## src/rtl/seg7_pkg.sv

```systemverilog
// Shared constants for the seven-segment capture path.
// Segment encodings are active-low with seg[0]=a ... seg[6]=g.
// SEG_LUT[n] is the pattern shown for hex value n.
// The ST_* values are the capture FSM states.
package seg7_pkg;

  localparam int unsigned NUM_DIGITS = 4;

  localparam logic [6:0] SEG_0     = 7'h40;
  localparam logic [6:0] SEG_1     = 7'h79;
  localparam logic [6:0] SEG_2     = 7'h24;
  localparam logic [6:0] SEG_3     = 7'h30;
  localparam logic [6:0] SEG_4     = 7'h19;
  localparam logic [6:0] SEG_5     = 7'h12;
  localparam logic [6:0] SEG_6     = 7'h02;
  localparam logic [6:0] SEG_7     = 7'h78;
  localparam logic [6:0] SEG_8     = 7'h00;
  localparam logic [6:0] SEG_9     = 7'h18;
  localparam logic [6:0] SEG_A     = 7'h08;
  localparam logic [6:0] SEG_B     = 7'h03;
  localparam logic [6:0] SEG_C     = 7'h46;
  localparam logic [6:0] SEG_D     = 7'h21;
  localparam logic [6:0] SEG_E     = 7'h06;
  localparam logic [6:0] SEG_F     = 7'h0E;
  localparam logic [6:0] SEG_BLANK = 7'h7F;

  localparam logic [15:0][6:0] SEG_LUT = {
    SEG_F, SEG_E, SEG_D, SEG_C, SEG_B, SEG_A, SEG_9, SEG_8,
    SEG_7, SEG_6, SEG_5, SEG_4, SEG_3, SEG_2, SEG_1, SEG_0
  };

  // FSM state encoding
  localparam logic [1:0] ST_WAIT   = 2'd0;
  localparam logic [1:0] ST_SETTLE = 2'd1;
  localparam logic [1:0] ST_HOLD   = 2'd2;

  // True when exactly one active-low anode is asserted.
  function automatic logic an_onehot(input logic [NUM_DIGITS-1:0] an);
    return ($countones(~an) == 1);
  endfunction

  // Position of the (single) low anode.
  function automatic logic [1:0] an_index(input logic [NUM_DIGITS-1:0] an);
    logic [1:0] idx;
    idx = '0;
    for (int i = 0; i < NUM_DIGITS; i++) begin
      if (!an[i]) idx = 2'(i);
    end
    return idx;
  endfunction

endpackage

```

## src/rtl/seg7_pattern_decode.sv

```systemverilog
// Combinational inverse of the hex-to-seven-segment table.
// Ports:
//   seg    - active-low segment pattern (seg[0]=a ... seg[6]=g)
//   nibble - hex value of a legal pattern, 0 otherwise
//   legal  - pattern matches one of the 16 hex glyphs
//   blank  - all segments off
module seg7_pattern_decode
  import seg7_pkg::*;
(
  input  logic [6:0] seg,
  output logic [3:0] nibble,
  output logic       legal,
  output logic       blank
);

  always_comb begin
    nibble = '0;
    legal  = 1'b0;
    for (int i = 0; i < 16; i++) begin
      if (seg == SEG_LUT[i]) begin
        nibble = 4'(i);
        legal  = 1'b1;
      end
    end
    blank = (seg == SEG_BLANK);
  end

endmodule

```

## src/rtl/seg7_capture.sv

```systemverilog
// Passive monitor of a scanned 4-digit seven-segment bus. It recovers the hex value
// being shown and publishes it one full frame at a time.
// Ports:
//   clk, rst_n  - clock, synchronous active-low reset
//   seg, an     - active-low segments and active-low one-hot anodes
//   digits      - committed nibbles, digit i at [4i+3:4i]
//   digit_valid - committed digit decoded to a legal glyph
//   digit_blank - committed digit had all segments off
//   frame_done  - one-cycle pulse on commit
//   pat_err     - one-cycle pulse on capture of an illegal, non-blank pattern
//   stale       - set by timeout, cleared by the next commit
module seg7_capture
  import seg7_pkg::*;
#(
  parameter int unsigned SETTLE_CYCLES  = 4,
  parameter int unsigned TIMEOUT_CYCLES = 1_000_000
) (
  input  logic        clk,
  input  logic        rst_n,
  input  logic [6:0]  seg,
  input  logic [3:0]  an,
  output logic [15:0] digits,
  output logic [3:0]  digit_valid,
  output logic [3:0]  digit_blank,
  output logic        frame_done,
  output logic        pat_err,
  output logic        stale
);

  localparam int unsigned TO_W = $clog2(TIMEOUT_CYCLES + 1);

  logic [6:0]  seg_q;
  logic [3:0]  an_q;
  logic [10:0] prev_q;
  logic [1:0]  state_q, state_d;
  logic [7:0]  stable_q, stable_d;
  logic [TO_W-1:0] to_q, to_d;
  logic [NUM_DIGITS-1:0] seen_q, seen_d;
  logic [15:0] sh_nib_q, sh_nib_d;
  logic [3:0]  sh_valid_q, sh_valid_d;
  logic [3:0]  sh_blank_q, sh_blank_d;
  logic [15:0] digits_q, digits_d;
  logic [3:0]  valid_q, valid_d;
  logic [3:0]  blank_q, blank_d;
  logic        frame_done_q, frame_done_d;
  logic        pat_err_q, pat_err_d;
  logic        stale_q, stale_d;

  logic [3:0]  dec_nibble;
  logic        dec_legal;
  logic        dec_blank;
  logic        onehot;
  logic        changed;
  logic [1:0]  idx;
  logic        capture;
  logic        commit;
  logic        timeout_hit;

  seg7_pattern_decode u_decode (
    .seg    (seg_q),
    .nibble (dec_nibble),
    .legal  (dec_legal),
    .blank  (dec_blank)
  );

  assign onehot  = an_onehot(an_q);
  assign changed = ({an_q, seg_q} != prev_q);
  assign idx     = an_index(an_q);

  // Settle FSM: a digit is captured once {an_q, seg_q} has been unchanged for
  // SETTLE_CYCLES consecutive edges while a single anode is active.
  always_comb begin
    state_d  = state_q;
    stable_d = stable_q;
    capture  = 1'b0;
    case (state_q)
      ST_WAIT: begin
        stable_d = '0;
        if (onehot) state_d = ST_SETTLE;
      end
      ST_SETTLE: begin
        if (!onehot) begin
          state_d  = ST_WAIT;
          stable_d = '0;
        end else if (changed) begin
          stable_d = '0;
        end else if (stable_q == 8'(SETTLE_CYCLES - 1)) begin
          capture  = 1'b1;
          state_d  = ST_HOLD;
          stable_d = '0;
        end else begin
          stable_d = stable_q + 8'd1;
        end
      end
      ST_HOLD: begin
        stable_d = '0;
        if (!onehot) state_d = ST_WAIT;
        else if (changed) state_d = ST_SETTLE;
      end
      default: begin
        state_d  = ST_WAIT;
        stable_d = '0;
      end
    endcase
  end

  assign commit      = (seen_q == {NUM_DIGITS{1'b1}});
  assign timeout_hit = !capture && (to_q == TO_W'(TIMEOUT_CYCLES - 1));

  always_comb begin
    sh_nib_d   = sh_nib_q;
    sh_valid_d = sh_valid_q;
    sh_blank_d = sh_blank_q;
    seen_d     = seen_q;
    digits_d   = digits_q;
    valid_d    = valid_q;
    blank_d    = blank_q;
    stale_d    = stale_q;
    pat_err_d  = capture && !dec_legal && !dec_blank;
    frame_done_d = commit;

    if (capture) begin
      to_d = '0;
    end else if (to_q == TO_W'(TIMEOUT_CYCLES)) begin
      to_d = to_q;
    end else begin
      to_d = to_q + 1'b1;
    end

    if (timeout_hit) begin
      valid_d = '0;
      seen_d  = '0;
      stale_d = 1'b1;
    end

    if (commit) begin
      digits_d = sh_nib_q;
      valid_d  = sh_valid_q;
      blank_d  = sh_blank_q;
      seen_d   = '0;
      stale_d  = 1'b0;
    end

    // Applied after the commit clear so a coincident capture keeps its seen bit.
    if (capture) begin
      sh_nib_d[{idx, 2'b00} +: 4] = dec_legal ? dec_nibble : 4'h0;
      sh_valid_d[idx] = dec_legal;
      sh_blank_d[idx] = dec_blank;
      seen_d[idx]     = 1'b1;
    end
  end

  always_ff @(posedge clk) begin
    if (!rst_n) begin
      seg_q        <= SEG_BLANK;
      an_q         <= 4'hF;
      prev_q       <= {4'hF, SEG_BLANK};
      state_q      <= ST_WAIT;
      stable_q     <= '0;
      to_q         <= '0;
      seen_q       <= '0;
      sh_nib_q     <= '0;
      sh_valid_q   <= '0;
      sh_blank_q   <= '0;
      digits_q     <= '0;
      valid_q      <= '0;
      blank_q      <= '0;
      frame_done_q <= 1'b0;
      pat_err_q    <= 1'b0;
      stale_q      <= 1'b0;
    end else begin
      seg_q        <= seg;
      an_q         <= an;
      prev_q       <= {an_q, seg_q};
      state_q      <= state_d;
      stable_q     <= stable_d;
      to_q         <= to_d;
      seen_q       <= seen_d;
      sh_nib_q     <= sh_nib_d;
      sh_valid_q   <= sh_valid_d;
      sh_blank_q   <= sh_blank_d;
      digits_q     <= digits_d;
      valid_q      <= valid_d;
      blank_q      <= blank_d;
      frame_done_q <= frame_done_d;
      pat_err_q    <= pat_err_d;
      stale_q      <= stale_d;
    end
  end

  assign digits      = digits_q;
  assign digit_valid = valid_q;
  assign digit_blank = blank_q;
  assign frame_done  = frame_done_q;
  assign pat_err     = pat_err_q;
  assign stale       = stale_q;

endmodule

```

## config.mk

```make
export PLATFORM = sky130hd
export DESIGN_NAME = seg7_capture
export DESIGN_NICKNAME = d
export VERILOG_FILES = /design/src/rtl/seg7_pkg.sv /design/src/rtl/seg7_pattern_decode.sv /design/src/rtl/seg7_capture.sv
export SDC_FILE = /design/constraint.sdc
export NUM_CORES = 1
export LEC_CHECK = 0
export ABC_AREA = 0
export BUFFER_PORTS_ARGS = -buffer_cell sky130_fd_sc_hd__buf_4
export CAP_MARGIN = 10
export CORE_MARGIN = 5
export CORE_UTILIZATION = 40
export DETAILED_ROUTE_END_ITERATION = 6
export GPL_TIMING_DRIVEN = 0
export PLACE_DENSITY_LB_ADDON = 0.1
export REMOVE_ABC_BUFFERS = 1
export SLEW_MARGIN = 20
export SYNTH_ARGS = -nofsm -noshare
export SYNTH_HDL_FRONTEND = slang
export SYNTH_SLANG_ARGS = --single-unit
```

## constraint.sdc

```tcl
create_clock -name clk -period 6.3 [get_ports clk]
set_clock_uncertainty 0.2 [all_clocks]
set_input_delay 1.89 -clock clk [delete_from_list [all_inputs] [get_ports clk]]
set_output_delay 1.89 -clock clk [all_outputs]
set_load 0.05 [all_outputs]
```

==> metrics.yaml <==
cells_and_area:
  layout-drive-gt1-share_pct: 14.20
  instances_no_fill: 661
  syn_to_final_growth_pct: 15.16
  nNetsFinal: 535
  diodes: 0
  stdcell_area_um2: 5190
  fin_util_pct: 47.46
grt:
  grt.overflow.total: 0
  grt_pass1_vias: 3331
  grt_max_degree: 47
  antenna_found_initial: 0
  grt_pass1_wl_mm: 15.81
  groute.usage.overall_pct: 14.49
synthesis:
  yosysSeqAreaShare_pct: 47.53
  synth_top_area_share_pct: 47.53
  ys_async_sr_fraction_pct: 0
  synthTopCellsByArea: "dfxtp_1 48%, nand2_1 5.8%, nor2_1 3.9%"
  synthDistinctLibCells: 55
  yosysWarnings: 0
  ys.flop_type: "dfxtp_1"
  yosysTopAreaCell: "dfxtp_1"
  synthCells: 490
  syn_area_um2: 4507
  synth.avg_cell_area_um2: 9.198
  synth_edf_count: 0
  ys_seq_elements: 107
cts:
  cts_root_buf: "clkbuf_16"
  clockBufferDepth: 2
  cts_tree: "done"
  cts_hold_buf: 0
  cts_resized: 0
  cts_buffers: 9
  clk_pin_slew_ns: 0.07
  clkSinkCount: 107
  insertion_delay_ns: 0.35
  h-tree-depth: 3
  cts_setup_buffers: 0
setup_path:
  cp_max_fo: 46
  crit_type: "in -> reg"
  cp-start-kind: "input pin"
  path_cells: "buf_4, clkinv_1, nor2_1, a22o_1"
  path_buf_inv: 2
  crit_path_end_kind: "flip-flop"
  path_delay_family: "buffers and inverters"
  cp.arrival_ns: 3.98
  cp.required_ns: 6.39
  cp_slowest_stage_delay_ns: 0.90
  cpMaxStageDelayCell: "clkinv_1"
placement:
  io_buffers: 39
  post_dp_cell_area_um2: 4868
  dp.cells: 644
  pre_cts_slack_ns: 2.025
  dp_hpwl_mm: 6.245
  gp_congestion: 0.7848
floorplan:
  die_x_um: 116.1
  die_h_um: 116.1
  fp-row-count: 38
  io_pins: 40
  core_um2: 10940
  dieArea_um2: 13490
  initial_core_util_pct: 41.21
sta:
  period_needed_ns: 3.886
  whs_ns: 0.2586
  fin_tns_setup_ns: 0
  setup_slack_ns: 2.414
  hold_viol: 0
  drv_slew: 0
  tightest_slew_ns: 0.9708
  clock.fmax_mhz: 257.3
  grt_setup_unrepaired: "false"
  setup_viol: 0
  slew_headroom_pct: 34.88
  timing.final.crit_share_pct: 61.68
power:
  switching_share_pct: 23.24
  p_comb_share_pct: 4.6
  power_leakage_nw: 1.913
  p_per_area_nw_per_um2: 257.3
  ir_drop_uv: 177.5
  p_clk_share_pct: 43.0
  p_int_mw: 1.025
  totalPowerFinal_mw: 1.335
  p_sw_mw: 0.3103
  power_frac_seq_pct: 52.4
min_path:
  hold_class: "reg -> reg"
drt:
  via_count: 3379
  first_pass_iters: 4
  drt-initial-drc-count: 159
  drt-vias-per-instance: 5.112
  wl_per_cell_um: 13.83
  drt_wl_total_mm: 9.141
  drtAntennaViolNets: 0
  drc_errors: 0
status:
  outcome: "finished clean"
job:
  cap_violations: 0
[power by group through the flow]
stage	registers, mW	clock network (mW)	logic (mW)
global placement	0.715	0	0.0614
floorplan	0.711	0	0.0438
detailed placement	0.716	0	0.0627
CTS	0.700	0.594	0.0631
finish	0.700	0.574	0.0620
global route	0.702	0.617	0.0709
[routing by layer]
metal  vias to the layer above  global-route usage (%)  share of wire, %
met5                         -                       0                 0
met4                         0                   4.718               1.4
met3                        12                   3.420               3.0
met2                        41                   23.74                47
met1                      1589                   18.94                48
li1                       1737                       -                 -
[worst paths after layout]
check / to / depth (start not counted) / slack (ns) / from
max: digit_valid[3] / 4 / 2.41 / rst_n
min: digits[3] / 2 / 0.26 / sh_nib_q[3]
max reg2reg: to_q[7] / 9 / 2.57 / an_q[1]
min reg2reg: digits[3] / 2 / 0.26 / sh_nib_q[3]
[worst register-to-register path, cell delays in order (launching register included)]
cell     delay (ns)
dfxtp_1        0.41
fa_1           0.54
inv_1          0.04
ha_1           0.17
ha_1           0.28
nor3b_2        0.28
nand4_4        0.20
or4_1          0.77
nand2_1        0.58
nor2_1         0.13
[sequential cells by signal (all words and copies together), names as in the netlist, 4 cells and up]
| name | cells |
|---|---|
| an_q | 4 |
| digit_blank | 4 |
| digit_valid | 4 |
| digits | 16 |
| prev_q | 11 |
| seen_q | 4 |
| seg_q | 7 |
| sh_blank_q | 4 |
| sh_nib_q | 16 |
| sh_valid_q | 4 |
| stable_q | 8 |
| to_q | 20 |
[layout make-up]
type,count,area [um^2]
clock buffer,9,225.2
clock inverter,7,85.08
fill,1080,5746
inverter,14,52.55
multi-input combinational,344,2206
sequential,107,2142
tap,140,175.2
timing repair buffer,40,304.0
[synthesized netlist by cell type, types with 2 or more instances]
library cell  number
a211oi_1           6
a21oi_1           32
a22o_1             8
a22oi_1            2
a31oi_1            4
and2_1             4
and3_1             4
and4_1             3
buf_1              2
buf_2              4
clkbuf_1          18
dfxtp_1          107
ha_1               5
inv_1             13
mux2i_1           16
nand2_1           70
nand2b_1          22
nand3_1           14
nand4_1            6
nand4_2            2
nor2_1            47
nor3_1             8
nor3_2             2
nor3b_2            2
nor4_1             4
nor4_4             3
nor4b_1            2
nor4bb_1           5
o21ai_0            5
o32ai_1            2
or3_1              4
or3b_2             3
or4_1              4
or4b_2             2
xnor2_1           18
xor2_1            18
[cells in the final DEF (no fill, tap or decap), types with 2 or more instances in the layout]
cell type,Yosys,final
a211oi_1,6,6
a21oi_1,32,32
a22o_1,8,8
a22oi_1,2,2
a31oi_1,4,4
and2_1,4,4
and3_1,4,4
and4_1,3,3
buf_4,0,39
clkbuf_16,0,9
dfxtp_1,107,107
ha_1,5,5
inv_1,13,13
inv_6,0,2
mux2i_1,16,16
nand2_1,70,70
nand2b_1,22,22
nand3_1,14,14
nand4_1,6,6
nand4_2,2,2
nor2_1,47,47
nor3_1,8,8
nor3_2,2,2
nor3b_2,2,2
nor4_1,4,4
nor4_4,3,3
nor4b_1,2,2
nor4bb_1,5,5
o21ai_0,5,5
o32ai_1,2,2
or3_1,4,4
or3b_2,3,3
or4_1,4,4
or4b_2,2,2
xnor2_1,18,18
xor2_1,18,18
[kinds of logic (layout without fill, tap and decap cells)]
kind of cell / Yosys count / count (layout) / synth area share [%]
and+or+nand+nor: 219 / 219 / 26.90
DFF: 107 / 107 / 47.53
AOI/OAI and AO/OA: 67 / 67 / 9.661
buffers and inverters: 39 / 70 / 3.526
xor gates and xnor gates: 36 / 36 / 6.996
muxes: 16 / 16 / 3.554
adders and majority gates: 6 / 6 / 1.832
(Power assumes the default switching activity.)
